### src/rtl/fifo_rd_ctrl_if.sv
// Burst read handshake bundle: start/len control, upstream FIFO read
// port and the downstream valid/ready stream.
interface fifo_rd_ctrl_if #(
    parameter int DATA_WIDTH = 8,
    parameter int LEN_WIDTH  = 8
) ();
    logic                  start;
    logic [LEN_WIDTH-1:0]  burst_len;
    logic                  busy;
    logic                  done;
    logic                  fifo_empty;
    logic                  fifo_rd_cs;
    logic                  fifo_rd_en;
    logic [DATA_WIDTH-1:0] fifo_data;
    logic                  out_valid;
    logic                  out_ready;
    logic [DATA_WIDTH-1:0] out_data;

    modport slave (
        input  start, burst_len, fifo_empty, fifo_data, out_ready,
        output busy, done, fifo_rd_cs, fifo_rd_en, out_valid, out_data
    );

    modport master (
        output start, burst_len, fifo_empty, fifo_data, out_ready,
        input  busy, done, fifo_rd_cs, fifo_rd_en, out_valid, out_data
    );
endinterface

### src/rtl/fifo_rd_ctrl.sv
// Burst reader: pulls burst_len words from a synchronous FIFO into a
// 2-entry skid buffer and streams them out on valid/ready.
module fifo_rd_ctrl #(
    parameter int DATA_WIDTH = 8,
    parameter int LEN_WIDTH  = 8
) (
    input  logic           clk,
    input  logic           rst,
    fifo_rd_ctrl_if.slave  bus
);
    typedef enum logic [1:0] {IDLE, RUN, DONE} state_t;

    localparam logic [LEN_WIDTH-1:0] LEN_ONE = {{(LEN_WIDTH-1){1'b0}}, 1'b1};

    state_t                state_q, state_d;
    logic [LEN_WIDTH-1:0]  len_q, issued_q, deliv_q;
    logic                  inflight_q;
    logic [DATA_WIDTH-1:0] buf0_q, buf1_q, buf0_d, buf1_d;
    logic [1:0]            cnt_q, cnt_d;
    logic [1:0]            occ;
    logic                  valid, pop, rd, accept, last_hs;

    assign valid   = (cnt_q != 2'd0);
    assign pop     = valid && bus.out_ready;
    assign occ     = cnt_q + {1'b0, inflight_q};
    assign accept  = (state_q == IDLE) && bus.start;
    assign last_hs = pop && (deliv_q == (len_q - LEN_ONE));

    // A same-cycle pop frees a slot, so a full pipe can still read.
    assign rd = (state_q == RUN) && !bus.fifo_empty
             && (issued_q < len_q)
             && ((occ < 2'd2) || pop);

    always_ff @(posedge clk or posedge rst) begin
        if (rst) begin
            state_q <= IDLE;
        end else begin
            state_q <= state_d;
        end
    end

    always_comb begin
        state_d = state_q;
        case (state_q)
            IDLE: begin
                if (bus.start) begin
                    state_d = (bus.burst_len == '0) ? DONE : RUN;
                end
            end
            RUN: begin
                if (last_hs) begin
                    state_d = DONE;
                end
            end
            DONE:    state_d = IDLE;
            default: state_d = IDLE;
        endcase
    end

    always_comb begin
        bus.busy = (state_q != IDLE);
        bus.done = (state_q == DONE);
    end

    assign bus.fifo_rd_cs = rd;
    assign bus.fifo_rd_en = rd;
    assign bus.out_valid  = valid;
    assign bus.out_data   = buf0_q;

    // buf0 is always the oldest word; a read returns data one cycle later.
    always_comb begin
        buf0_d = buf0_q;
        buf1_d = buf1_q;
        cnt_d  = cnt_q;
        case ({inflight_q, pop})
            2'b10: begin
                if (cnt_q == 2'd0) begin
                    buf0_d = bus.fifo_data;
                end else begin
                    buf1_d = bus.fifo_data;
                end
                cnt_d = cnt_q + 2'd1;
            end
            2'b01: begin
                buf0_d = buf1_q;
                cnt_d  = cnt_q - 2'd1;
            end
            2'b11: begin
                if (cnt_q == 2'd1) begin
                    buf0_d = bus.fifo_data;
                end else begin
                    buf0_d = buf1_q;
                    buf1_d = bus.fifo_data;
                end
            end
            default: ;
        endcase
    end

    always_ff @(posedge clk or posedge rst) begin
        if (rst) begin
            len_q      <= '0;
            issued_q   <= '0;
            deliv_q    <= '0;
            inflight_q <= 1'b0;
            buf0_q     <= '0;
            buf1_q     <= '0;
            cnt_q      <= 2'd0;
        end else begin
            if (accept) begin
                len_q    <= bus.burst_len;
                issued_q <= '0;
                deliv_q  <= '0;
            end else begin
                if (rd) begin
                    issued_q <= issued_q + LEN_ONE;
                end
                if (pop) begin
                    deliv_q <= deliv_q + LEN_ONE;
                end
            end
            inflight_q <= rd;
            buf0_q     <= buf0_d;
            buf1_q     <= buf1_d;
            cnt_q      <= cnt_d;
        end
    end
endmodule

### src/flat_wrapper.sv
// flat-port wrapper written by rule: the top's interface ports become plain ports
module fifo_rd_ctrl_flat 
#(
    parameter int DATA_WIDTH = 8,
    parameter int LEN_WIDTH  = 8
)
  (clk, rst, bus_start, bus_burst_len, bus_fifo_empty, bus_fifo_data, bus_out_ready, bus_busy, bus_done, bus_fifo_rd_cs, bus_fifo_rd_en, bus_out_valid, bus_out_data);
  fifo_rd_ctrl_if #(.DATA_WIDTH(DATA_WIDTH), .LEN_WIDTH(LEN_WIDTH)) bus_i ();
  input  logic clk;
  input  logic rst;
  input wire logic [$bits(bus_i.start)-1:0] bus_start;
  input wire logic [$bits(bus_i.burst_len)-1:0] bus_burst_len;
  input wire logic [$bits(bus_i.fifo_empty)-1:0] bus_fifo_empty;
  input wire logic [$bits(bus_i.fifo_data)-1:0] bus_fifo_data;
  input wire logic [$bits(bus_i.out_ready)-1:0] bus_out_ready;
  output wire logic [$bits(bus_i.busy)-1:0] bus_busy;
  output wire logic [$bits(bus_i.done)-1:0] bus_done;
  output wire logic [$bits(bus_i.fifo_rd_cs)-1:0] bus_fifo_rd_cs;
  output wire logic [$bits(bus_i.fifo_rd_en)-1:0] bus_fifo_rd_en;
  output wire logic [$bits(bus_i.out_valid)-1:0] bus_out_valid;
  output wire logic [$bits(bus_i.out_data)-1:0] bus_out_data;
  assign bus_i.start = bus_start;
  assign bus_i.burst_len = bus_burst_len;
  assign bus_i.fifo_empty = bus_fifo_empty;
  assign bus_i.fifo_data = bus_fifo_data;
  assign bus_i.out_ready = bus_out_ready;
  assign bus_busy = bus_i.busy;
  assign bus_done = bus_i.done;
  assign bus_fifo_rd_cs = bus_i.fifo_rd_cs;
  assign bus_fifo_rd_en = bus_i.fifo_rd_en;
  assign bus_out_valid = bus_i.out_valid;
  assign bus_out_data = bus_i.out_data;
  fifo_rd_ctrl #(.DATA_WIDTH(DATA_WIDTH), .LEN_WIDTH(LEN_WIDTH)) u_core (.clk(clk), .rst(rst), .bus(bus_i));
endmodule
### config.mk
export PLATFORM = sky130hd
export DESIGN_NAME = fifo_rd_ctrl_flat
export DESIGN_NICKNAME = d
export VERILOG_FILES = /design/src/rtl/fifo_rd_ctrl_if.sv /design/src/rtl/fifo_rd_ctrl.sv /design/src/flat_wrapper.sv
export SDC_FILE = /design/constraint.sdc
export NUM_CORES = 1
export LEC_CHECK = 0
export CORE_ASPECT_RATIO = 1.25
export CORE_MARGIN = 3
export CORE_UTILIZATION = 49
export CTS_CLUSTER_DIAMETER = 120
export CTS_CLUSTER_SIZE = 25
export DETAILED_ROUTE_END_ITERATION = 10
export PLACE_DENSITY = 0.72
export SLEW_MARGIN = 5
export SYNTH_ARGS = -nofsm -noshare
export SYNTH_HDL_FRONTEND = slang
export SYNTH_SLANG_ARGS = --single-unit
### constraint.sdc
create_clock -name clk -period 2.1 [get_ports clk]
set_input_delay 0.42 -clock clk [delete_from_list [all_inputs] [get_ports clk]]
set_output_delay 0.42 -clock clk [all_outputs]
set_load 0.02 [all_outputs]
=== Word level (Yosys, flattened, before mapping) ===
Index checks and enable logic that the tools add are counted.

* Flip-flop bits (word level): 45
* Latch bits: 0
* Memory bits (writable): 0
* Memory bits (read-only): 0
* Input bits: 21
* Output and inout bits: 13
* Memories: 0

* Add/sub/neg operators: 6
* Multiply operators: 0
* Divide/modulo/power cells: 0
* Magnitude comparators: 2
* Equal/unequal tests: 12
* Shifts and indexed selects: 0
* Multiplexer cells: 15
* Bitwise operators: 0
* Reduce and logical (&&, ||, !) cells: 21

{| class="wikitable"
|+ Operators with widths
! cell !! count
|-
| two-way mux 8 bit || 8
|-
| one-hot mux 8 bit (3 select lines) || 1
|-
| adder 8 x 1 -> 8 bit, second input constant || 2
|-
| one-hot mux 8 bit (2 select lines) || 1
|-
| nonzero test 2 bit || 6
|-
| equality test 8 bit || 1
|-
| zero test 8 bit || 1
|-
| < comparator 8 bit || 1
|-
| one-hot mux 2 bit (2 select lines) || 2
|-
| subtractor 8 x 1 -> 8 bit, second input constant || 1
|-
| equality test 2 x 1 -> 1 bit, second input constant || 3
|-
| equality test 2 bit, second input constant || 3
|-
| logical AND 1 bit || 6
|-
| two-way mux 2 bit || 3
|-
| inequality test 2 bit, second input constant || 3
|-
| zero test 2 bit || 2
|-
| inequality test 2 x 1 -> 1 bit, second input constant || 2
|-
| AND reduction 2 bit || 2
|-
| AND reduction 3 bit || 1
|-
| nonzero test 3 bit || 1
|-
| adder 2 x 1 -> 2 bit || 1
|-
| adder 2 x 1 -> 2 bit, second input constant || 1
|-
| < comparator 2 bit, second input constant || 1
|-
| subtractor 2 x 1 -> 2 bit, second input constant || 1
|-
| other kinds (2) || 2
|}

=== Logic depth before layout (Yosys ltp) ===
* Word-level depth: 6
* Gate-level depth with buffers: 11

=== Worst setup path after synthesis ===
No wires, ideal clock.

* Kind: reg2reg
* Start: reg u_core.cnt_q[0]
* End: reg u_core.buf1_q[0]
* Setup time: 0.125 ns
* Arrival time: 2.279 ns
* Slack: -0.304 ns
* Stages on the path, launching flop included: 11
* Buffers on the path: 1
* Cells stage by stage: dfrtp_1 > inv_1 > ha_1 > inv_1 > nand2_1 > inv_1 > buf_4 > ha_1 > o21ai_0 > a21oi_1 > mux2_2

* Longest elaborated chain between the ends: 5

{| class="wikitable"
|+ Ends and longest elaborated chain
! item !! line !! text
|-
| start: declaration || fifo_rd_ctrl.sv:19 || <nowiki>logic [1:0] cnt_q, cnt_d;</nowiki>
|-
| start signal: assignment || fifo_rd_ctrl.sv:125 || <nowiki>cnt_q <= cnt_d;</nowiki>
|-
| nonzero test 2 bit * || fifo_rd_ctrl.sv:23 || <nowiki>assign valid = (cnt_q != 2'd0);</nowiki>
|-
| net bus_out_valid || flat_wrapper.sv:20 || <nowiki>output wire logic [$bits(bus_i.out_valid)-1:0] bus_out_valid;</nowiki>
|-
| logical AND 1 bit * || fifo_rd_ctrl.sv:24 || <nowiki>assign pop = valid && bus.out_ready;</nowiki>
|-
| equality test 2 bit || fifo_rd_ctrl.sv:75 || <nowiki>case ({inflight_q, pop})</nowiki>
|-
| inequality test 2 bit (no line) or nonzero test 2 bit (tied branches) || -- ||
|-
| AND reduction 3 bit (no line) || -- ||
|-
| end signal: assignment || fifo_rd_ctrl.sv:124 || <nowiki>buf1_q <= buf1_d;</nowiki>
|-
| end: declaration || fifo_rd_ctrl.sv:18 || <nowiki>logic [DATA_WIDTH-1:0] buf0_q, buf1_q, buf0_d, buf1_d;</nowiki>
|}

The timed path passes the listed nets; every way through them passes the cells marked *.
A chain may end at the register's enable or synchronous reset.

=== Worst setup path in the final report ===
* Start: in bus_fifo_empty
* End: out bus_fifo_rd_en

* Longest elaborated chain between the ends: 4

{| class="wikitable"
|+ Ends and longest elaborated chain
! item !! line !! text
|-
| start: declaration || flat_wrapper.sv:13 || <nowiki>input wire logic [$bits(bus_i.fifo_empty)-1:0] bus_fifo_empty;</nowiki>
|-
| zero test 1 bit || fifo_rd_ctrl.sv:30 || <nowiki>assign rd = (state_q == RUN) && !bus.fifo_empty</nowiki>
|-
| logical AND 1 bit || fifo_rd_ctrl.sv:30 ||
|-
| logical AND 1 bit || fifo_rd_ctrl.sv:31 || <nowiki>&& (issued_q < len_q)</nowiki>
|-
| logical AND 1 bit || fifo_rd_ctrl.sv:32 || <nowiki>&& ((occ < 2'd2) || pop);</nowiki>
|-
| end: declaration || flat_wrapper.sv:19 || <nowiki>output wire logic [$bits(bus_i.fifo_rd_en)-1:0] bus_fifo_rd_en;</nowiki>
|}

No other way between the ends.

==> summary.txt <==
Logic synthesis
  • Number of instances in the synthesized netlist: 261
  • Part of the Yosys area used for sequential elements: 45.4%
  • Mean area per synthesized cell: 9.51 sq um
  • Number of distinct library cells after synthesis: 38
  • Net count of the mapped netlist: 297
  • Synthesis Warnings: 0
  • Cell Area, Synth: 2480 sq um
  • Flop and latch count out of synthesis: 45

Clocking
  • H-tree lvl count: 2
  • Inserted Clock Buffers: 5
  • Clock transition at the register clock pins on the worst setup and hold paths after CTS: 90 ps
  • Root buffer cell: sky130_fd_sc_hd__clkbuf_8
  • Source-to-sink clock delay at the later pin of the worst-skew pair: 300 ps
  • TritonCTS clock tree: yes
  • Buffer levels on the longest clock path: 2
  • Sink count of the clock tree: 45

Die
  • Die Y: 85.6 um
  • Horiz. Die Dim: 69.6 um
  • Number of core rows: 28
  • Starting utilization of the core area: 51.7%
  • Overall die area: 5960 sq um
  • Core footprint: 4800 sq um
  • I/O pin count: 34

Placed design
  • Count of input and output buffers: 33
  • Gpl congestion: 0.795
  • Post-DP Area: 3190 sq um
  • Placed cell count: 382
  • Post-Place Worst Slack: -723 ps
  • Estimated wirelength of the detail-placed design: 4000 um

Drt
  • Drt pass-1 iters: 4
  • Final routed DRC violation total: 0
  • Routed Wire Length: 5400 um
  • Starting DRC count in detailed routing: 99
  • Drt wl/cell: 13.8 um
  • Final antenna-violating net count: 0
  • Vias: 2086
  • Via density per instance: 5.32

Run status
  • Violations in the final reports: setup timing
  • Run status: finished, violations left

Final layout
  • Cell area after layout: 3370 sq um
  • Most used cells in the layout excluding fill and tap cells: sky130_fd_sc_hd__dfrtp_1, sky130_fd_sc_hd__buf_4, sky130_fd_sc_hd__nand2_1
  • Proportion of layout cells with a drive suffix above 1: 22.6%
  • Signed area change from the synthesized netlist to the final layout: 35.8%
  • Total of fill cells in the finished design: 375
  • Fin nets: 367
  • Area used by sequential logic in the layout: 1130 sq um
  • Non-filler cells, final: 392
  • Most frequent standard cell in the layout excluding fill and tap cells: sky130_fd_sc_hd__dfrtp_1
  • Count of inserted antenna diode cells: 0
  • Footprint of the multi-input gates: 1330 sq um

Timing
  • Post-layout minimum cycle time: 2340 ps
  • Number of max-slew violations in the final report: 0
  • Worst rel slew slack: 73.5%
  • Hold WS: 448 ps
  • RSZ-0062 raised after global routing: yes
  • Setup skew after layout: 7.38 ps
  • Number of hold violations in the final report: 0
  • Setup slack of the critical path after layout: -237 ps
  • Slew at the pin closest to its max-slew limit: 396 ps
  • Final worst-path cycle share: 111%
  • Peak Freq: 428 MHz
  • Final setup viols: 2

Setup path
  • Critical path type: in -> out
  • RR Endpoint: u_core.issued_q[2]$_DFFE_PP0P_
  • Largest fanout on the critical path: 3
  • End point of the critical path: bus_fifo_rd_en
  • Startpoint of the worst setup timing path: bus_fifo_empty
  • Endpoint arrival time on the critical path: 1920 ps
  • Depth of the worst register-to-register path: 8
  • Kind of start point of the critical path: input pin
  • Slack of the worst reg-to-reg path: 30 ps
  • Endpoint type of the worst setup path: primary output
  • Startpoint of the worst-slack reg-to-reg timing path: u_core.issued_q[7]$_DFFE_PP0P_
  • CP Data Required Time: 1680 ps

Pwr
  • Static leakage: 1.50 nW
  • Worst VDD drop: 0.843 mV
  • Power after layout: 4.76 mW
  • Power per cell area: 1410 nW/um^2

Min path
  • Path class of the lowest-slack min-delay path: in -> async

Global route
  • Global router's overall resource usage: 19.8%
  • Number of global-route vias before repair: 2167
  • First-pass GRT wire length: 9550 um
  • Largest net degree at the start of global routing: 46
  • Total congestion overflow after global routing: 0
  • Number of antenna violations at the first check in global routing: 0

Job
  • Reported max-cap violation count: 0
cell families after synthesis:
family                   after synthesis  synth area share, %
AND/OR/NAND/NOR                       81                 15.3
adder cells (fa/ha/maj)               15                 7.56
multiplexers                          10                 4.44
AO/OA/AOI/OAI                         60                 15.0
flip-flops                            45                 45.4
XOR/XNOR                              22                 7.77
buffers and inverters                 28                 4.54
worst max-delay path, cell delays in order:
cell,delay [ps]
sky130_fd_sc_hd__clkdlybuf4s50_1,400
sky130_fd_sc_hd__or4b_4,530
sky130_fd_sc_hd__a21oi_4,160
sky130_fd_sc_hd__o21ai_2,90
sky130_fd_sc_hd__a21oi_4,160
sky130_fd_sc_hd__buf_6,140
flip-flops by register name (all words and copies together) (netlist names):
register	cells
u_core.inflight_q	1
u_core.state_q	2
u_core.buf1_q	8
u_core.bus.out_data	8
u_core.issued_q	8
u_core.deliv_q	8
u_core.len_q	8
u_core.cnt_q	2
routing by layer:
| metal | track usage (%) | vias up | part of all wire [%] |
|---|---|---|---|
| met5 | 0 | - | 0 |
| met4 | 7.14 | 0 | 2.2 |
| met3 | 3.75 | 10 | 3.4 |
| met2 | 33.9 | 44 | 50 |
| met1 | 25.2 | 987 | 44 |
| li1 | - | 1045 | - |
worst min-delay path by stage:
stage                                        from                            endpoint  slack (ps)
2_1_floorplan         u_core.cnt_q[1]$_DFFE_PP0P_         u_core.cnt_q[1]$_DFFE_PP0P_         450
3_3_place_gp   u_core.bus.out_data[7]$_DFFE_PP0P_  u_core.bus.out_data[7]$_DFFE_PP0P_         470
3_5_place_dp   u_core.bus.out_data[4]$_DFFE_PP0P_  u_core.bus.out_data[4]$_DFFE_PP0P_         480
4_1_cts                                       rst  u_core.bus.out_data[0]$_DFFE_PP0P_         460
5_1_grt                                       rst       u_core.deliv_q[3]$_DFFE_PP0P_         490
6_report                                      rst       u_core.deliv_q[3]$_DFFE_PP0P_         450
cell type report:
cell class | count | share of cell area (%)
clock buffers | 6 | 2.45
inverters | 20 | 2.30
clock inverters | 2 | 1.11
repair buffers | 71 | 19.1
flip-flops and latches | 45 | 33.4
multi-input cells | 188 | 39.4
well taps | 60 | 2.23
cells in the mapped netlist (all sizes together):
master / number / area share [%]
mux2: 8 / 3.6
or4b: 1 / 0.40
o32ai: 1 / 0.35
nor2b: 2 / 0.50
a22oi: 8 / 2.4
ha: 15 / 7.6
a211oi: 3 / 0.91
dfrtp: 45 / 45
clkbuf: 5 / 0.76
o21ai: 26 / 5.2
nand3: 4 / 0.81
and3: 3 / 0.76
nand4: 7 / 1.8
xor2: 8 / 2.8
buf: 3 / 0.76
a21o: 1 / 0.30
nor4b: 1 / 0.35
nor2: 16 / 2.4
nand2b: 1 / 0.25
a21oi: 14 / 3.4
and2: 1 / 0.25
inv: 20 / 3.0
a211o: 2 / 0.71
a31o: 2 / 0.71
xnor2: 14 / 4.9
or3: 3 / 0.76
nand2: 35 / 5.3
nor4: 2 / 0.50
mux2i: 2 / 0.81
a221oi: 1 / 0.35
nor3: 5 / 1.2
a21boi: 1 / 0.30
o211ai: 1 / 0.30
power breakdown:
part / internal [mW] / switching [mW]
Combinational: 1.32 / 1.26
Clock: 0.387 / 0.297
Sequential: 1.23 / 0.259
per-stage QoR:
step,setup TNS (ps),util [%]
after floorplan,-75.2,-
after detailed placement,-3730,66.5
final,-471,70.2
after global placement,-3400,66.5
after CTS,-502,69.5
after global routing,-819,70.2
what timing repair did:
| action | CTS | global route |
|---|---|---|
| buffers inserted | 1 | 1 |
| hold buffers | 0 | 0 |
| setup endpoints to repair | 2 | 26 |
| pin swaps | 0 | 1 |
| gates resized for setup | 15 | 6 |
Note: power is estimated with default switching activity, not from simulation.
